<file path="src/rtl/mem_port_arbiter.sv">
// Three-way arbiter for the unified Memory port: CPU (0), display fetcher (1),
// keyboard writer (2). Fixed priority 0 > 1 > 2 with starvation promotion of ports 1/2.
module mem_port_arbiter #(
  parameter int unsigned AW           = 32,
  parameter int unsigned DW           = 32,
  parameter int unsigned STARVE_LIMIT = 8
) (
  input  logic          clk,
  input  logic          reset,
  input  logic          req0,
  input  logic          we0,
  input  logic          byte0,
  input  logic [AW-1:0] addr0,
  input  logic [DW-1:0] wdata0,
  input  logic          req1,
  input  logic          we1,
  input  logic          byte1,
  input  logic [AW-1:0] addr1,
  input  logic [DW-1:0] wdata1,
  input  logic          req2,
  input  logic          we2,
  input  logic          byte2,
  input  logic [AW-1:0] addr2,
  input  logic [DW-1:0] wdata2,
  output logic          gnt0,
  output logic          gnt1,
  output logic          gnt2,
  output logic          rvalid0,
  output logic          rvalid1,
  output logic          rvalid2,
  output logic [DW-1:0] rdata0,
  output logic [DW-1:0] rdata1,
  output logic [DW-1:0] rdata2,
  output logic [AW-1:0] mem_addr,
  output logic          mem_we,
  output logic          mem_byte,
  output logic [DW-1:0] mem_wdata,
  input  logic [DW-1:0] mem_rdata,
  output logic [1:0]    owner
);

  localparam int unsigned NP = 3;
  localparam int unsigned CW = 8;
  localparam logic [CW-1:0] LIMIT   = CW'(STARVE_LIMIT);
  localparam logic [CW-1:0] CNT_MAX = {CW{1'b1}};
  localparam logic [1:0]    NO_OWNER = 2'd3;

  typedef enum logic [1:0] {
    IDLE   = 2'd0,
    ACCESS = 2'd1,
    RDATA  = 2'd2
  } state_e;

  typedef struct packed {
    logic          we;
    logic          bsel;
    logic [AW-1:0] addr;
    logic [DW-1:0] wdata;
  } txn_t;

  state_e          state_q, state_d;
  txn_t            txn_q, txn_d;
  logic [1:0]      port_q, port_d;
  logic            mem_we_q, mem_we_d;
  logic [1:0]      owner_q, owner_d;
  logic [NP-1:0]   rvalid_q, rvalid_d;
  logic [DW-1:0]   rdata_q [NP];
  logic [DW-1:0]   rdata_d [NP];
  logic [CW-1:0]   cnt1_q, cnt1_d;
  logic [CW-1:0]   cnt2_q, cnt2_d;

  logic            win_vld_c;
  logic [1:0]      win_c;
  txn_t            win_txn_c;
  logic [NP-1:0]   gnt_c;

  // Winner selection; starved ports 1/2 jump ahead of the CPU, port 1 first
  always_comb begin
    win_vld_c = req0 | req1 | req2;
    if (req1 && (cnt1_q >= LIMIT))      win_c = 2'd1;
    else if (req2 && (cnt2_q >= LIMIT)) win_c = 2'd2;
    else if (req0)                      win_c = 2'd0;
    else if (req1)                      win_c = 2'd1;
    else                                win_c = 2'd2;

    case (win_c)
      2'd0:    win_txn_c = '{we: we0, bsel: byte0, addr: addr0, wdata: wdata0};
      2'd1:    win_txn_c = '{we: we1, bsel: byte1, addr: addr1, wdata: wdata1};
      default: win_txn_c = '{we: we2, bsel: byte2, addr: addr2, wdata: wdata2};
    endcase
  end

  // Next-state and datapath update
  always_comb begin
    state_d  = state_q;
    txn_d    = txn_q;
    port_d   = port_q;
    mem_we_d = mem_we_q;
    owner_d  = owner_q;
    rvalid_d = '0;
    cnt1_d   = cnt1_q;
    cnt2_d   = cnt2_q;
    gnt_c    = '0;
    for (int unsigned p = 0; p < NP; p++) rdata_d[p] = rdata_q[p];

    case (state_q)
      IDLE: begin
        if (win_vld_c) begin
          gnt_c[win_c] = 1'b1;
          txn_d        = win_txn_c;
          port_d       = win_c;
          mem_we_d     = win_txn_c.we;
          owner_d      = win_c;
          state_d      = ACCESS;
        end
        // Counters only move on IDLE cycles; a lost arbitration ages the request
        if (!req1 || gnt_c[1])    cnt1_d = '0;
        else if (cnt1_q != CNT_MAX) cnt1_d = cnt1_q + CW'(1);
        if (!req2 || gnt_c[2])    cnt2_d = '0;
        else if (cnt2_q != CNT_MAX) cnt2_d = cnt2_q + CW'(1);
      end
      ACCESS: begin
        mem_we_d = 1'b0;
        if (txn_q.we) begin
          owner_d = NO_OWNER;
          state_d = IDLE;
        end else begin
          state_d = RDATA;
        end
      end
      RDATA: begin
        owner_d = NO_OWNER;
        state_d = IDLE;
        for (int unsigned p = 0; p < NP; p++) begin
          if (2'(p) == port_q) begin
            rvalid_d[p] = 1'b1;
            rdata_d[p]  = mem_rdata;
          end
        end
      end
      default: begin
        mem_we_d = 1'b0;
        owner_d  = NO_OWNER;
        state_d  = IDLE;
      end
    endcase
  end

  always_ff @(posedge clk or negedge reset) begin
    if (!reset) begin
      state_q  <= IDLE;
      txn_q    <= '0;
      port_q   <= '0;
      mem_we_q <= 1'b0;
      owner_q  <= NO_OWNER;
      rvalid_q <= '0;
      cnt1_q   <= '0;
      cnt2_q   <= '0;
      for (int unsigned p = 0; p < NP; p++) rdata_q[p] <= '0;
    end else begin
      state_q  <= state_d;
      txn_q    <= txn_d;
      port_q   <= port_d;
      mem_we_q <= mem_we_d;
      owner_q  <= owner_d;
      rvalid_q <= rvalid_d;
      cnt1_q   <= cnt1_d;
      cnt2_q   <= cnt2_d;
      for (int unsigned p = 0; p < NP; p++) rdata_q[p] <= rdata_d[p];
    end
  end

  assign gnt0      = gnt_c[0];
  assign gnt1      = gnt_c[1];
  assign gnt2      = gnt_c[2];
  assign rvalid0   = rvalid_q[0];
  assign rvalid1   = rvalid_q[1];
  assign rvalid2   = rvalid_q[2];
  assign rdata0    = rdata_q[0];
  assign rdata1    = rdata_q[1];
  assign rdata2    = rdata_q[2];
  assign mem_addr  = txn_q.addr;
  assign mem_byte  = txn_q.bsel;
  assign mem_wdata = txn_q.wdata;
  assign mem_we    = mem_we_q;
  assign owner     = owner_q;

endmodule

</file>
<file path="config.mk">
export PLATFORM = sky130hd
export DESIGN_NAME = mem_port_arbiter
export DESIGN_NICKNAME = d
export VERILOG_FILES = /design/src/rtl/mem_port_arbiter.sv
export SDC_FILE = /design/constraint.sdc
export NUM_CORES = 1
export LEC_CHECK = 0
export CAP_MARGIN = 20
export CORE_AREA = 3 3 155 157
export DETAILED_ROUTE_END_ITERATION = 7
export DIE_AREA = 0 0 158 160
export PLACE_DENSITY = 0.86
export SYNTH_ARGS = -nofsm -noshare
export SYNTH_HDL_FRONTEND = slang
export SYNTH_SLANG_ARGS = --single-unit
</file>
<file path="constraint.sdc">
create_clock -name clk -period 3.9 [get_ports clk]
set_clock_uncertainty 0.1 [all_clocks]
set_input_delay 0.78 -clock clk [delete_from_list [all_inputs] [get_ports clk]]
set_output_delay 0.78 -clock clk [all_outputs]
set_load 0.01 [all_outputs]
</file>
==> results of run 1 <==
[metrics by stage]
stage	utilization	hold WS, ps	worst slack (ps)	std cells	instance area, um2
after detailed placement	0.652	370	377	1640	14800
final	0.680	245	373	1678	15400
after CTS	0.679	325	381	1672	15400
after global placement	0.652	361	386	1640	14800
after global routing	0.679	295	273	1676	15400
after floorplan	-	341	970	1087	11000
[worst max path at each step]
stage | endpoint | slack, ps | cells after the start
finish | gnt1 | 370 | 6
floorplan | gnt0 | 970 | 7
CTS | gnt1 | 380 | 6
global placement | gnt1 | 390 | 6
global route | gnt1 | 270 | 6
detailed placement | gnt1 | 380 | 6
[cells by family after synthesis]
family                   Yosys count
XOR/XNOR                           7
flip-flops                       188
adder cells (fa/ha/maj)            4
multiplexers                     159
AND/OR/NAND/NOR                  191
AO/OA/AOI/OAI                    369
buffers and inverters            169
[cell usage in the layout, fill, tap and decap left out, drive strengths merged, types with 3 or more instances in the layout]
cell / count
o21ai: 11
clkinv: 6
xor2: 7
nand2: 74
clkdlybuf4s50: 401
clkbuf: 19
nor3: 8
mux2: 96
a21oi: 199
a2111oi: 65
or3: 3
nor4bb: 4
nor4: 4
nand2b: 65
dfrtp: 186
o311ai: 4
and3: 3
mux2i: 63
ha: 4
buf: 25
inv: 18
nand3: 4
a211oi: 63
nor4b: 4
nor2: 11
diode: 6
o211ai: 3
a31oi: 4
[flip-flops by register name, indices dropped and copies added (netlist names)]
register and count:
mem_addr 32, mem_wdata 32, rdata0 32, rdata1 32, rdata2 32, cnt1_q 8, cnt2_q 8, rvalid_q 3
owner 2, port_q 2, state_q 2, mem_byte 1, mem_we 1, txn_q 1
[worst max-delay path: cells and delay by family]
family	cells	cell delay, ps
AOI/OAI and AO/OA	1	240
buffers and inverters	4	1490
and+or+nand+nor	1	140
[synthesized netlist by cell type, types with 2 or more instances]
cell type,number,area share
and3_1,3,0.0017
nor4bb_1,4,0.0036
a211oi_1,59,0.040
a31oi_1,4,0.0023
nor4b_1,2,0.0016
buf_6,4,0.0041
nand2_1,74,0.025
inv_1,10,0.0034
buf_4,76,0.052
o41ai_1,2,0.0016
mux2_2,96,0.098
nand3_1,4,0.0018
nor4b_2,2,0.0027
nor2_1,11,0.0037
o32ai_1,2,0.0016
ha_1,4,0.0045
o21bai_1,2,0.0014
o31ai_1,2,0.0014
a2111oi_0,59,0.047
nand2b_1,64,0.036
nor3_1,7,0.0032
nor2b_1,2,0.0011
mux2i_1,63,0.057
buf_2,22,0.010
dfrtp_1,186,0.42
nor4_1,4,0.0023
xor2_1,7,0.0056
or3_1,3,0.0017
clkbuf_1,55,0.019
a211oi_2,4,0.0045
o211ai_1,3,0.0020
o311ai_0,4,0.0032
a21oi_1,199,0.090
and2_1,2,0.0011
a2111oi_4,6,0.015
or2_2,2,0.0011
dfstp_2,2,0.0048
o21ai_0,10,0.0045
o22ai_1,2,0.0011
[final cells by class]
cell class / instances / area share
Antenna cell: 6 / 0.000976
Clock buffer: 18 / 0.0285
Clock inverter: 14 / 0.0119
Inverter: 10 / 0.00244
Multi-Input combinational cell: 730 / 0.351
Sequential cell: 188 / 0.306
Tap cell: 285 / 0.0232
Timing Repair Buffer: 427 / 0.276
[per-layer routing]
layer / routed length (um) / part of all wire / global-route usage
met1: 13600 / 0.37 / 0.326
met2: 18100 / 0.49 / 0.469
met3: 3740 / 0.10 / 0.0951
met4: 1110 / 0.030 / 0.104
met5: 34 / 0.00093 / 0
[power breakdown]
group	internal [mW]	total, mW	switching [mW]
Combinational	2.67	4.97	2.30
Clock	0.898	1.79	0.891
Sequential	2.82	3.55	0.728
Total	6.39	10.3	3.92
==> impl_metrics.json, run 1 <==
{
  "run_status": "finished, final reports clean",
  "synth-edff-count": 0,
  "worstReg2RegStart": "cnt1_q[5]$_DFFE_PN0P_",
  "cts_buffer_depth": 2,
  "overflow": 0,
  "core_um2": 22600,
  "dieArea_um2": 25300,
  "layout-drive-gt1-share": 0.130,
  "fp.dieH_um": 160,
  "vias": 10016,
  "drv_slew": 0,
  "netlist_area_um2": 11000,
  "synth_nets": 1326,
  "yosysWarnings": 0,
  "end_kind": "output port",
  "yosys.area_share.simple": 0.0925,
  "cts.sinks": 188,
  "max_stage_delay_ps": 630,
  "dr.pass1.iters": 5,
  "synth_compound_area_frac": 0.225,
  "power_per_cell_area_nw_per_um2": 670,
  "grt_pass1_wl_um": 55800,
  "path_clk_slew_ps": 90,
  "ir_drop_mv": 0.516,
  "seq_area_um2": 4710,
  "antenna_left": 0,
  "dieWidth_um": 158,
  "synth_cell_type_count": 59,
  "cpMostUsedCell": "clkdlybuf4s50_1",
  "worstRegToRegCells": 5,
  "grt_antenna_before_repair": 9,
  "muxShareOfSynthArea": 0.155,
  "postCtsHoldBufs": 0,
  "hold_viol": 0,
  "numCtsBuffers": 17,
  "routedWlPerCell_um": 21.8,
  "critPathKind": "input pin to output port",
  "p_leak_nw": 6.41,
  "dp_hpwl_um": 25800,
  "multiInputGateArea_um2": 5400,
  "grt_usage": 0.278,
  "grt_pass1_vias": 10027,
  "total_power_mw": 10.3,
  "avgViaCountPerCell": 5.97,
  "synthAdderAreaFrac": 0.00454,
  "worstPathCellList": "clkdlybuf4s50_1, inv_1, a31o_4, nor3_1, buf_4, clkdlybuf4s50_1",
  "r2r_end": "mem_addr[8]$_DFFE_PN0P_",
  "final.setup.tns_ps": 0,
  "syn_to_final_growth_pct": 39.5,
  "cts_htree_levels": 4,
  "portBuffers": 404,
  "drc_errors": 0,
  "worstPathArrival_ps": 2650,
  "drt-total-wl_um": 36600,
  "post_cts_buffers": 0,
  "grt_setup_unrepaired": "false",
  "cts_tree": "done",
  "max-cap-violations": 0,
  "row_count": 55,
  "cts_resized": 0,
  "synth_ff_type": "dfrtp_1",
  "insertion_delay_ps": 420,
  "relSlewSlack": 0.398,
  "fin_crit_ps": 3530,
  "syn_inst": 1087,
  "fmax_mhz": 284,
  "synth_seq_cells": 188,
  "synth_xor_area_frac": 0.00556,
  "yosysSeqAreaShare": 0.427,
  "ff2ff_setup_slack_ps": 1400,
  "layout.nets": 1613,
  "startpoint": "req1",
  "syn_avg_cell_area_um2": 10.1,
  "initial_core_util": 0.487,
  "final-setup-viol-count": 0,
  "cp_max_fo": 6,
  "routabilityCongestion": 0.861,
  "fin_crit_sh": 0.904,
  "fill_cells": 1716,
  "drtIter0Drc": 852,
  "root_buffer": "clkbuf_16",
  "worst_pin_slew_ps": 903,
  "worstSetupStartpointType": "input pin",
  "synth_top_family_by_area": "compound AO/OA/AOI/OAI gates",
  "worstPathRequired_ps": 3020,
  "io_pins": 405,
  "cp_slowest_cell": "clkdlybuf4s50_1",
  "synthArstFlopShare": 1.00,
  "grt_max_degree": 150,
  "hp-class": "input pin to asynchronous set/reset pin"
}
(Power assumes the default switching activity.)
==> run 2: changes to the inputs <==
==> config.mk (replaced) <==
export PLATFORM = sky130hd
export DESIGN_NAME = mem_port_arbiter
export DESIGN_NICKNAME = d
export VERILOG_FILES = /design/src/rtl/mem_port_arbiter.sv
export SDC_FILE = /design/constraint.sdc
export NUM_CORES = 1
export LEC_CHECK = 0
export ABC_AREA = 1
export CAP_MARGIN = 20
export CORE_AREA = 3 3 162 164
export DETAILED_ROUTE_END_ITERATION = 7
export DIE_AREA = 0 0 165 167
export PLACE_DENSITY = 0.77
export SYNTH_ARGS = -nofsm -noshare
export SYNTH_HDL_FRONTEND = slang
export SYNTH_SLANG_ARGS = --single-unit
==> constraint.sdc (replaced) <==
create_clock -name clk -period 2.9 [get_ports clk]
set_clock_uncertainty 0.1 [all_clocks]
set_input_delay 0.58 -clock clk [delete_from_list [all_inputs] [get_ports clk]]
set_output_delay 0.58 -clock clk [all_outputs]
set_load 0.1 [all_outputs]
==> run 2 against run 1 <==
Register-to-register slack lost 510 ps. Design area is 9.9% lower. Global-route usage down 6.2 points. Routed wire length fell by 17%.
==> impl_metrics.json, run 2 <==
{
  "drtIter0Drc": 725,
  "fmax_mhz": 377,
  "syn_avg_cell_area_um2": 7.69,
  "relSlewSlack": 0.352,
  "cts_tree": "done",
  "multiInputGateArea_um2": 3820,
  "cts_htree_levels": 4,
  "drv_slew": 0,
  "synth-edff-count": 0,
  "instances_no_fill": 1932,
  "cp_max_fo": 6,
  "avgViaCountPerCell": 4.80,
  "yosysMostFrequentCell": "nand2_1",
  "overflow": 0,
  "cts_resized": 0,
  "met3_usage": 0.0532,
  "fp.dieH_um": 167,
  "grt_busiest_layer": "met2",
  "layout_common_cells": "nand2_1, clkdlybuf4s50_1, dfrtp_1",
  "synth_seq_cells": 188,
  "drt-total-wl_um": 30500,
  "endpoint": "gnt2",
  "cts.sinks": 188,
  "cp_slowest_cell": "clkdlybuf4s50_1",
  "grt_usage": 0.215,
  "synth_cell_type_count": 26,
  "dr.pass1.iters": 5,
  "dieWidth_um": 165,
  "synthArstFlopShare": 1.00,
  "ff2ff_setup_slack_ps": 890,
  "fin_crit_sh": 0.915,
  "initial_core_util": 0.396,
  "dieArea_um2": 27600,
  "placedCellCount": 1899,
  "hp-class": "input pin to asynchronous set/reset pin",
  "netlist_area_um2": 9910,
  "yosysWarnings": 0,
  "antenna_left": 0,
  "layout.nets": 1827,
  "path_buf_inv": 4,
  "worstRegToRegCells": 7,
  "row_count": 58,
  "core_um2": 25000,
  "fin_crit_ps": 2650,
  "grt_pass1_wl_um": 47300,
  "syn_inst": 1289,
  "grt_setup_unrepaired": "false",
  "numCtsBuffers": 17,
  "routedWlPerCell_um": 15.8,
  "vias": 9278,
  "worstPathCellList": "clkdlybuf4s50_1, inv_2, nand2_2, nor2_2, nor2_4, nand3_1, inv_1, buf_12",
  "ys_top_cells_by_count": "nand2_1, dfrtp_1, nand3_1",
  "path_clk_slew_ps": 80,
  "seq_area_um2": 4710,
  "hold_viol": 0,
  "synth_nets": 1528,
  "post_cts_buffers": 0,
  "grt_pass1_vias": 9017,
  "max_stage_delay_ps": 540,
  "grt_max_degree": 69,
  "synth.area.top_cells": "dfrtp_1, nand2_1, nand3_1, buf_4, o21ai_0",
  "drc_errors": 0,
  "worstPathRequired_ps": 2220,
  "cts_buffer_depth": 2,
  "dp_hpwl_um": 22600,
  "syn_to_final_growth_pct": 39.8,
  "postCtsHoldBufs": 0,
  "final-setup-viol-count": 0,
  "r2r_end": "cnt2_q[3]$_DFFE_PN0P_",
  "startpoint": "req1",
  "final.setup.tns_ps": 0,
  "fill_cells": 2345,
  "portBuffers": 404,
  "grtUsageMet1": 0.271,
  "worstReg2RegStart": "cnt1_q[6]$_DFFE_PN0P_",
  "root_buffer": "clkbuf_16",
  "layout-drive-gt1-share": 0.152,
  "synth_top_cell_area_share": 0.470,
  "critPathTopFamily": "buffers and inverters",
  "worstPathArrival_ps": 1970,
  "synth_ff_type": "dfrtp_1",
  "synth_top_cell_by_area": "dfrtp_1",
  "critPathKind": "input pin to output port",
  "end_kind": "output port",
  "worst_pin_slew_ps": 970,
  "grtUsageMet2": 0.367,
  "worstSetupStartpointType": "input pin",
  "mostFrequentLayoutCell": "nand2_1",
  "io_pins": 405,
  "max-cap-violations": 0,
  "yosysSeqAreaShare": 0.475,
  "grt_antenna_before_repair": 1,
  "cp.depth": 8,
  "insertion_delay_ps": 420,
  "run_status": "finished, final reports clean",
  "routabilityCongestion": 0.848
}
run 2: cell count changes after synthesis, moves of 59 or more:
cell and change:
a2111oi_0 -59, inv_1 +120, a211oi_1 -59, nand3b_1 +63, mux2_2 -96, nand2b_1 -64
nand3_1 +139, o21ai_0 +90, mux2i_1 -63, a21oi_1 -196, nand2_1 +382
run 2: worst reg2reg max path, cell delays in order, from the launching register on:
cell     delay [ps]
dfrtp_1         390
nor2_1          110
nand3_1         150
nand2_4         140
buf_4           590
a21oi_4         170
nor2_1          200
nor2_1           70
run 2: routing by layer:
metal	share of wire	up-vias
met4	0.018	0
met5	0	-
met3	0.080	38
met2	0.49	332
li1	-	4559
met1	0.41	4349
run 2: worst min path at each step:
stage / start / endpoint / slack (ps) / cells after the start
floorplan: reset / cnt1_q[0]$_DFFE_PN0P_ / 180 / 0
global placement: state_q[1]$_DFFE_PN0N_ / state_q[1]$_DFFE_PN0N_ / 340 / 1
detailed placement: txn_q[65]$_DFFE_PN0P_ / state_q[1]$_DFFE_PN0N_ / 340 / 1
CTS: reset / rdata2[21]$_DFFE_PN0P_ / 70 / 1
global route: reset / rdata2[25]$_DFFE_PN0P_ / 80 / 1
finish: reset / rdata2[25]$_DFFE_PN0P_ / 60 / 1
run 2: through the flow:
step	util	area (um2)	setup slack [ps]	hold WS, ps
after floorplan	-	9920	246	184
after global placement	0.530	13300	260	335
after CTS	0.553	13900	242	65.8
after detailed placement	0.530	13300	224	342
final	0.553	13900	246	61.9
after global routing	0.553	13900	175	83.8
run 2: final cells by class:
type	instances	share of cell area
antenna	1	0.000181
clock buffer	18	0.0310
clock inverter	14	0.0106
inverter	134	0.0363
multi-input combinational	826	0.276
sequential	188	0.340
tap	330	0.0298
timing repair buffer	421	0.277
run 2: logic make-up (layout without fill, tap and decap cells):
logic type | after synthesis | after routing | synth area share
AOI/OAI and AO/OA | 107 | 107 | 0.0552
DFF | 188 | 188 | 0.475
adders and majority gates | 4 | 4 | 0.00505
and+or+nand+nor | 709 | 709 | 0.317
buffers and inverters | 275 | 587 | 0.142
other | 0 | 1 | 0
xor gates and xnor gates | 6 | 6 | 0.00530
Power of run 2 is left out: the tool's default activity adds up to more than one toggle a clock period on the data nets, which glitch-free logic cannot reach.
==> run 3: changes to the inputs <==
--- a/config.mk
+++ b/config.mk
@@ -7,9 +7,9 @@
 export LEC_CHECK = 0
 export ABC_AREA = 1
 export CAP_MARGIN = 20
-export CORE_AREA = 3 3 162 164
+export CORE_AREA = 2 2 161 163
 export DETAILED_ROUTE_END_ITERATION = 7
-export DIE_AREA = 0 0 165 167
+export DIE_AREA = 0 0 163 165
 export PLACE_DENSITY = 0.77
 export SYNTH_ARGS = -nofsm -noshare
 export SYNTH_HDL_FRONTEND = slang
==> run 3 against run 2 <==
Clock-buffer cell count is the same. Die area shrank 2.4%. Non-clock buffer count shrank 2.
==> impl_metrics.json, run 3 (synthesized netlist as in run 2, its figures left out) <==
{
  "cts_buffer_depth": 2,
  "routedWlPerCell_um": 15.5,
  "initial_core_util": 0.396,
  "cts_resized": 0,
  "critPathKind": "input pin to output port",
  "syn_to_final_growth_pct": 39.9,
  "dieArea_um2": 26900,
  "layout.nets": 1825,
  "end_kind": "output port",
  "vias": 9246,
  "drtIter0Drc": 752,
  "dp_hpwl_um": 21600,
  "fmax_mhz": 370,
  "drc_errors": 0,
  "antenna_left": 0,
  "drt-total-wl_um": 30000,
  "grt_pass1_wl_um": 46700,
  "cp_max_fo": 6,
  "grt_setup_unrepaired": "false",
  "cts.sinks": 188,
  "dieWidth_um": 163,
  "worstPathRequired_ps": 2220,
  "insertion_delay_ps": 420,
  "grt_max_degree": 132,
  "overflow": 0,
  "grt_antenna_before_repair": 5,
  "hold_viol": 0,
  "fp.dieH_um": 165,
  "layout-drive-gt1-share": 0.151,
  "hp-class": "input pin to asynchronous set/reset pin",
  "cts_tree": "done",
  "cts_htree_levels": 4,
  "numCtsBuffers": 17,
  "fin_crit_sh": 0.932,
  "drv_slew": 0,
  "relSlewSlack": 0.345,
  "postCtsHoldBufs": 0,
  "root_buffer": "clkbuf_16",
  "avgViaCountPerCell": 4.79,
  "worst_pin_slew_ps": 982,
  "path_clk_slew_ps": 70,
  "grt_pass1_vias": 8993,
  "final-setup-viol-count": 0,
  "final.setup.tns_ps": 0,
  "fin_crit_ps": 2700,
  "core_um2": 25000,
  "mostFrequentLayoutCell": "nand2_1",
  "run_status": "finished, final reports clean",
  "fill_cells": 2398,
  "dr.pass1.iters": 5,
  "portBuffers": 404,
  "max-cap-violations": 0,
  "row_count": 58,
  "post_cts_buffers": 0,
  "routabilityCongestion": 0.836,
  "io_pins": 405,
  "worstRegToRegCells": 9,
  "layout_common_cells": "nand2_1, clkdlybuf4s50_1, dfrtp_1",
  "worstSetupStartpointType": "input pin",
  "worstPathArrival_ps": 2020,
  "grt_usage": 0.220
}
run 3: cell types whose count changed in the layout (fill, tap and decap cells not counted):
cell        delta
clkinv_8       +1
buf_12         +2
inv_12         -1
inv_8          -1
clkinv_4       -1
clkinv_2       +1
buf_4          -4
diode_2        +2
clkinvlp_4     +3
inv_6          -2
run 3: worst paths after layout:
check | startpoint | endpoint | slack [ps]
worst max-delay path | req1 | gnt2 | 200
worst min-delay path | reset | rdata2[4]$_DFFE_PN0P_ | 60
worst max register to register | cnt1_q[5]$_DFFE_PN0P_ | mem_wdata[19]$_DFFE_PN0P_ | 950
worst min register to register | state_q[1]$_DFFE_PN0N_ | state_q[1]$_DFFE_PN0N_ | 350
max in group asynchronous | reset | owner[0]$_DFFE_PN1P_ | 1850
min in group clk | state_q[1]$_DFFE_PN0N_ | state_q[1]$_DFFE_PN0N_ | 350
run 3: per-stage QoR:
stage	hold WS, ps	std cells	cell area, um2	worst slack [ps]	utilization
2_1_floorplan	184	1289	9920	246	-
3_3_place_gp	335	1897	13300	204	0.531
3_5_place_dp	344	1897	13300	183	0.531
4_1_cts	83.4	1929	13900	139	0.553
5_1_grt	110	1929	13900	76.0	0.553
6_report	57.9	1932	13900	197	0.554
run 3: worst max-delay path: stages:
cell and delay (ps):
clkdlybuf4s50_1 560, inv_2 110, nand2_2 90, nor2_2 60
nor2_4 150, nand3_1 120, inv_1 150, buf_12 190
run 3: area by class of cell:
class	count	area, um2	share of cell area
diodes	3	7.51	0.000542
clock buffers	18	429	0.0310
clock inverters	14	136	0.00984
inverters	134	503	0.0363
multi-input cells	826	3820	0.275
flip-flops and latches	188	4710	0.340
well taps	330	413	0.0298
repair buffers	419	3850	0.278
run 3: per-layer routing:
metal	part of all wire	global-route usage
met4	0.023	0.0784
met5	0.00027	0
met3	0.097	0.0726
met1	0.40	0.263
met2	0.47	0.373
Power of run 3 is left out for the same reason.
